--- src/rtl/btn_pkg.sv ---
// Shared types and default timing constants for the button event decoder.
package btn_pkg;

  typedef enum logic [1:0] {
    IDLE     = 2'd0,
    PRESS1   = 2'd1,
    GAP      = 2'd2,
    WAIT_REL = 2'd3
  } btn_state_e;

  localparam int LONG_CYC_DEFAULT = 20;
  localparam int GAP_CYC_DEFAULT  = 10;

  // Width needed to hold the larger of the two thresholds without wrapping.
  function automatic int cnt_width(input int long_cyc, input int gap_cyc);
    int max_v;
    max_v = (long_cyc > gap_cyc) ? long_cyc : gap_cyc;
    return $clog2(max_v + 1);
  endfunction

endpackage

--- src/rtl/btn_event_timer.sv ---
// Saturating up-counter with clear and increment enables; clear+increment loads 1.
module btn_event_timer
  import btn_pkg::*;
#(
  parameter int WIDTH = 5
) (
  input  logic             clk,
  input  logic             rst,
  input  logic             clr_i,
  input  logic             inc_i,
  output logic [WIDTH-1:0] cnt_o
);

  logic [WIDTH-1:0] cnt_q;
  logic [WIDTH-1:0] cnt_d;

  // Next count: load, clear, saturating increment or hold.
  always_comb begin
    cnt_d = cnt_q;
    if (clr_i && inc_i) begin
      cnt_d = WIDTH'(1);
    end else if (clr_i) begin
      cnt_d = '0;
    end else if (inc_i && (cnt_q != {WIDTH{1'b1}})) begin
      cnt_d = cnt_q + WIDTH'(1);
    end else begin
      cnt_d = cnt_q;
    end
  end

  // Count register.
  always_ff @(posedge clk) begin
    if (rst) begin
      cnt_q <= '0;
    end else begin
      cnt_q <= cnt_d;
    end
  end

  assign cnt_o = cnt_q;

endmodule

--- src/rtl/btn_event_decoder.sv ---
// Classifies button presses into short / long / double-click pulses.
// Double-click detection (GAP state, o_double) is built only with BTN_DOUBLE_CLICK_EN.
module btn_event_decoder
  import btn_pkg::*;
#(
  parameter int LONG_CYC = LONG_CYC_DEFAULT,
  parameter int GAP_CYC  = GAP_CYC_DEFAULT
) (
  input  logic clk,
  input  logic rst,
  input  logic i_btn,
  output logic o_short,
  output logic o_long,
  output logic o_double,
  output logic o_busy
);

  localparam int CW = cnt_width(LONG_CYC, GAP_CYC);
  localparam logic [CW-1:0] LONG_LAST = CW'(LONG_CYC - 1);
`ifdef BTN_DOUBLE_CLICK_EN
  localparam logic [CW-1:0] GAP_LAST = CW'(GAP_CYC - 1);
`endif

  if (LONG_CYC < 2) begin : g_bad_long
    $error("btn_event_decoder: LONG_CYC must be >= 2");
  end
  if (GAP_CYC < 2) begin : g_bad_gap
    $error("btn_event_decoder: GAP_CYC must be >= 2");
  end

  btn_state_e    state_q;
  btn_state_e    state_d;
  logic          short_q;
  logic          short_d;
  logic          long_q;
  logic          long_d;
  logic          busy_q;
  logic          cnt_clr_s;
  logic          cnt_inc_s;
  logic [CW-1:0] cnt_s;
`ifdef BTN_DOUBLE_CLICK_EN
  logic          double_q;
  logic          double_d;
`endif

  // One counter serves as press length N in PRESS1 and release gap G in GAP.
  btn_event_timer #(
    .WIDTH (CW)
  ) u_timer (
    .clk   (clk),
    .rst   (rst),
    .clr_i (cnt_clr_s),
    .inc_i (cnt_inc_s),
    .cnt_o (cnt_s)
  );

  // Next-state, counter control and pulse decisions.
  always_comb begin
    state_d   = state_q;
    cnt_clr_s = 1'b0;
    cnt_inc_s = 1'b0;
    short_d   = 1'b0;
    long_d    = 1'b0;
`ifdef BTN_DOUBLE_CLICK_EN
    double_d  = 1'b0;
`endif
    case (state_q)
      IDLE: begin
        cnt_clr_s = 1'b1;
        if (i_btn) begin
          state_d   = PRESS1;
          cnt_inc_s = 1'b1;
        end else begin
          state_d   = IDLE;
        end
      end
      PRESS1: begin
        if (i_btn) begin
          // The sample that brings N up to LONG_CYC fires the long pulse.
          if (cnt_s >= LONG_LAST) begin
            state_d   = WAIT_REL;
            long_d    = 1'b1;
            cnt_clr_s = 1'b1;
          end else begin
            cnt_inc_s = 1'b1;
          end
        end else begin
`ifdef BTN_DOUBLE_CLICK_EN
          state_d   = GAP;
          cnt_clr_s = 1'b1;
          cnt_inc_s = 1'b1;
`else
          state_d   = IDLE;
          short_d   = 1'b1;
          cnt_clr_s = 1'b1;
`endif
        end
      end
`ifdef BTN_DOUBLE_CLICK_EN
      GAP: begin
        if (!i_btn) begin
          if (cnt_s >= GAP_LAST) begin
            state_d   = IDLE;
            short_d   = 1'b1;
            cnt_clr_s = 1'b1;
          end else begin
            cnt_inc_s = 1'b1;
          end
        end else begin
          state_d   = WAIT_REL;
          double_d  = 1'b1;
          cnt_clr_s = 1'b1;
        end
      end
`endif
      WAIT_REL: begin
        cnt_clr_s = 1'b1;
        if (!i_btn) begin
          state_d = IDLE;
        end else begin
          state_d = WAIT_REL;
        end
      end
      default: begin
        state_d   = IDLE;
        cnt_clr_s = 1'b1;
      end
    endcase
  end

  // State and registered outputs.
  always_ff @(posedge clk) begin
    if (rst) begin
      state_q  <= IDLE;
      short_q  <= 1'b0;
      long_q   <= 1'b0;
      busy_q   <= 1'b0;
`ifdef BTN_DOUBLE_CLICK_EN
      double_q <= 1'b0;
`endif
    end else begin
      state_q  <= state_d;
      short_q  <= short_d;
      long_q   <= long_d;
      busy_q   <= (state_d != IDLE);
`ifdef BTN_DOUBLE_CLICK_EN
      double_q <= double_d;
`endif
    end
  end

  assign o_short  = short_q;
  assign o_long   = long_q;
  assign o_busy   = busy_q;
`ifdef BTN_DOUBLE_CLICK_EN
  assign o_double = double_q;
`else
  assign o_double = 1'b0;
`endif

endmodule

--- config.mk ---
export PLATFORM = sky130hd
export DESIGN_NAME = btn_event_decoder
export DESIGN_NICKNAME = d
export VERILOG_FILES = /design/src/rtl/btn_pkg.sv /design/src/rtl/btn_event_timer.sv /design/src/rtl/btn_event_decoder.sv
export SDC_FILE = /design/constraint.sdc
export NUM_CORES = 1
export LEC_CHECK = 0
export CORE_AREA = 2 2 39 41
export DETAILED_ROUTE_END_ITERATION = 10
export DIE_AREA = 0 0 41 43
export GPL_TIMING_DRIVEN = 0
export RECOVER_POWER = 25
export SLEW_MARGIN = 20
export SYNTH_ARGS = -nofsm -noshare
export SYNTH_HDL_FRONTEND = slang
export SYNTH_HIERARCHICAL = 1
export SYNTH_SLANG_ARGS = --single-unit
--- constraint.sdc ---
create_clock -name clk -period 2.47 [get_ports clk]
set_input_delay 0.494 -clock clk [delete_from_list [all_inputs] [get_ports clk]]
set_output_delay 0.494 -clock clk [all_outputs]
set_load 0.01 [all_outputs]
* After elaboration in Yosys (flattened, before gate mapping)
Index checks and enable logic that the tools add are counted.
** Storage, ports and cells
- Flip-flop bits (word level) :: 10
- Word-level logic and storage cells :: 37
- Output and inout bits :: 4
** Operators by class
- Mux-type cells :: 16
- Equality and inequality tests :: 3
- $add $sub $neg :: 1
- Bitwise operators :: 2
- Reductions and logical operators :: 8
- Magnitude comparators :: 1
** Operators by type and width (count)
- $mux 1 :: 11
- $mux 2 :: 3
- $pmux 2 s3 :: 1
- $reduce_or 3->1 :: 2
- $add 5x1->5 const B :: 1
- $ge 5x5->1 const B :: 1
- $ne 5x5->1 const B :: 1
- $reduce_bool 3->1 :: 1
- $eq 2x1->1 const B :: 1
- $eq 2x2->1 const B :: 1
- $logic_and 1x1->1 :: 2
- $logic_not 2->1 :: 1
- $not 1->1 :: 2
- $pmux 1 s2 :: 1
- $reduce_bool 2->1 :: 1
- $reduce_or 2->1 :: 1

* Depth between registers and ports, before layout
- Word-level depth :: 8
- Gate-level depth with buffers :: 6
- Depth with buffers taken out :: 6

* Modules after synthesis
The synthesis kept the hierarchy.
** By module, submodules not included
- btn_event_timer :: area an instance 246.5 um^2, seq. area each 100.1 um^2, instances 1, cells each 24
- btn_event_decoder :: area an instance 212.7 um^2, seq. area each 100.1 um^2, instances 1, cells each 21

* Least setup slack after synthesis
No wires, ideal clock.
- Path kind :: register -> register
- From :: reg u_timer.cnt_q[0] (netlist: u_timer/cnt_o[0])
- To :: reg u_timer.cnt_q[3] (netlist: u_timer/cnt_o[3])
- Setup time :: 0.079 ns
- Setup slack :: 0.693 ns
- Cell stages (with the launch flop) :: 6
- Required time :: 2.391 ns
- Period minus slack after synthesis :: 1.777 ns
- Arrival :: 1.697 ns
- Cell sequence :: dfxtp_1 a211o_1 a311oi_2 nand2b_4 or3_1 a211oi_2
** Between the ends
- Cells in the longest elaborated chain, start to end :: 6
- Elaborated cells on any way between the ends :: 12
** Ends and longest elaborated chain
- from (decl) :: RTL line btn_event_timer.sv:14 : logic [WIDTH-1:0] cnt_q;
- from (signal assigned) :: RTL line btn_event_timer.sv:36 : cnt_q <= cnt_d;
- $ge 5x5->1 (*) :: RTL line btn_event_decoder.sv:80 : if (cnt_s >= LONG_LAST) begin
- $mux 1 (*) :: RTL line btn_event_decoder.sv:80
- $mux 1 (*) :: RTL line btn_event_decoder.sv:78 : if (i_btn) begin
- $pmux 1 s2 (*) :: RTL line btn_event_decoder.sv:67 : case (state_q)
- named net cnt_inc_s :: RTL line btn_event_decoder.sv:39 : logic cnt_inc_s;
- $logic_and 1x1->1 :: RTL line btn_event_timer.sv:20 : if (clr_i && inc_i) begin
- $reduce_or 3->1 (no line)
The timed path passes the listed nets; every way through them passes the cells marked *.
A chain may end at the register's enable or synchronous reset.

* Worst setup path in the final report
- From :: in i_btn
- To :: reg u_timer.cnt_q[3] (netlist: u_timer/cnt_o[3])
** Between the ends
- Cells in the longest elaborated chain, start to end :: 4
- Elaborated cells on any way between the ends :: 8
** Ends and longest elaborated chain
- from (decl) :: RTL line btn_event_decoder.sv:11 : input logic i_btn,
- $mux 1, on equally long branches :: RTL line btn_event_decoder.sv:78, btn_event_decoder.sv:70
- $pmux 1 s2 (*) :: RTL line btn_event_decoder.sv:67
- named net cnt_inc_s :: RTL line btn_event_decoder.sv:39
- $logic_and 1x1->1 :: RTL line btn_event_timer.sv:20
- $reduce_or 3->1 (no line)
Marked as above.

==> impl_metrics.json <==
{
  "slew_violations": 0,
  "root_buffer": "clkbuf_4",
  "post-route-drc-count": 0,
  "ios": 7,
  "path_cells": "clkdlybuf4s50_1 > inv_1 > a311oi_2 > nand2b_4 > or3_1 > a211oi_2",
  "die_w_microns": 41,
  "grt_antenna_before_repair": 0,
  "instances_no_fill": 70,
  "grt.total_usage": 0.114,
  "fin_nets": 60,
  "via_per_inst": 5.29,
  "fmax_mhz": 508,
  "num_rows": 14,
  "worstSetupPathType": "primary input to flop",
  "post-dp-hpwl_microns": 548,
  "period_share": 0.797,
  "ctsHoldBuffers": 0,
  "start_util": 0.332,
  "drive_above_1_share": 0.167,
  "postSynthCellCount": 45,
  "grt_overflow": 0,
  "power_per_cell_area_nw_per_um2": 601,
  "seq_area_frac_synth": 0.436,
  "vdd_drop_max_mv": 0.274,
  "worst_setup_path_end_kind": "flop",
  "postRouteAntennaNets": 0,
  "cts-resized-gates": 0,
  "cts_sinks": 10,
  "syn_area_sq_um": 459,
  "dieArea_sq_um": 1760,
  "max_stage_delay_ns": 0.52,
  "cts_setup_buffers": 0,
  "first_global_vias": 320,
  "timing_hold_violations_final": 0,
  "rsz0062_at_grt": "no",
  "status": "complete, no violations",
  "startpoint_type": "primary input",
  "port_buffers": 5,
  "design_area_sq_um": 566,
  "fin_tns_setup_ns": 0,
  "drt-total-wl_microns": 796,
  "ys_warn_count": 6,
  "clock_latency_ns": 0.27,
  "cts_buffers": 3,
  "initialDrtViolationCount": 8,
  "wire_per_inst_microns": 11.4,
  "synth_nets": 50,
  "core_area_sq_um": 1380,
  "worstPathArrival_ns": 2.16,
  "place_congestion": 0.745,
  "syn_to_final_growth_pct": 23.2,
  "utilization": 0.409,
  "ys_seq_elements": 10,
  "cp_max_fo": 5,
  "finClkSkew_ns": 0.00351,
  "dpl-instance-area_sq_um": 529,
  "slowest_stage": "clkdlybuf4s50_1",
  "firstDrtPassIters": 4,
  "path_clk_slew_ns": 0.07,
  "diodes": 0,
  "cts_tree": "yes",
  "setup_viol": 0,
  "hold_class": "flop to flop",
  "worstPathRequired_ns": 2.66,
  "ys_types": 26,
  "fp.dieH_microns": 43,
  "placedCellCount": 66,
  "cts_max_path_buffers": 2,
  "drv_cap": 0,
  "vias": 370,
  "grt_start_max_net_pins": 11,
  "htreeDepth": 1,
  "whs_ns": 0.527,
  "min_period_ns": 1.97,
  "synth_area_per_cell_sq_um": 10.2,
  "grt_pass1_wl_mm": 1.33,
  "r2r_slack_ns": 0.56,
  "p_leak_nw": 0.222
}
-- cells by family after synthesis --
kind of cell / share of synthesized area
AO/OA/AOI/OAI: 0.183
XOR/XNOR: 0.0191
adder cells (fa/ha/maj): 0.0545
buffers and inverters: 0.0327
flip-flops: 0.436
multiplexers: 0.0436
other: 0.00817
AND/OR/NAND/NOR: 0.223
-- final timing paths --
path	start	to	depth (start not counted)
max	i_btn	u_timer/cnt_o[3]	6
min	state_q[0]	state_q[1]	2
max reg2reg	u_timer/cnt_o[0]	u_timer/cnt_o[3]	5
min reg2reg	state_q[0]	state_q[1]	2
-- per-stage QoR --
stage / total power, mW / setup WS [ns]
floorplan: 0.184 / 0.693
global placement: 0.195 / 0.218
detailed placement: 0.195 / 0.228
CTS: 0.347 / 0.497
global route: 0.358 / 0.414
finish: 0.340 / 0.503
-- metal layers --
layer,vias up,track usage,share of wire
met5,-,0,0
met4,0,0,0
met3,0,0.0942,0.074
met2,11,0.163,0.44
met1,168,0.141,0.49
li1,191,-,-
-- critical path: cells and delay by family --
| family | cells | cell delay, ns |
|---|---|---|
| and+or+nand+nor | 2 | 0.49 |
| buffers and inverters | 2 | 0.61 |
| AOI/OAI and AO/OA | 2 | 0.56 |
-- registers in the layout (all words and copies together), names as in the netlist --
name	flops
u_timer/cnt_o	5
state_q	2
o_busy	1
o_long	1
o_short	1
-- synthesized netlist by cell type, drive strengths merged --
cell     number  area [sq um]
xor2          1          8.76
nor2          2          7.51
a211oi        3          27.5
nand2b        1          13.8
nor4          2          12.5
nand3b        2          15.0
nor3          3          15.0
a2111oi       1          8.76
conb          1          3.75
ha            2          25.0
buf           1          7.51
nor4bb        1          10.0
or3           1          6.26
inv           2          7.51
nand2         1          3.75
dfxtp        10           200
nand3         1          5.00
a211o         2          17.5
a21oi         1          5.00
a311oi        1          15.0
and3          2          13.8
mux2i         2          20.0
o21ai         2          10.0
-- cell type report --
cell class | instances | area, sq um
buffer | 1 | 7.51
clock buffer | 4 | 36.3
tap | 16 | 20.0
inverter | 2 | 7.51
sequential | 10 | 200
multi-input combinational | 32 | 244
fill | 144 | 818
timing repair buffer | 5 | 50.0
-- cell usage in the layout (no fill, tap or decap), types with 2 or more instances in the layout --
cell type        count
nor3_1               3
a211oi_1             2
ha_1                 2
dfxtp_1             10
clkdlybuf4s50_1      4
mux2i_1              2
a211o_1              2
clkbuf_4             3
nor4_1               2
nand3b_1             2
inv_1                2
nor2_1               2
-- power breakdown --
| group | internal, mW | switching, mW |
|---|---|---|
| Sequential | 0.164 | 0.00274 |
| Clock | 0.0896 | 0.0600 |
| Combinational | 0.0113 | 0.0122 |
| Total | 0.265 | 0.0749 |
Power figures use the tool's default switching activity.
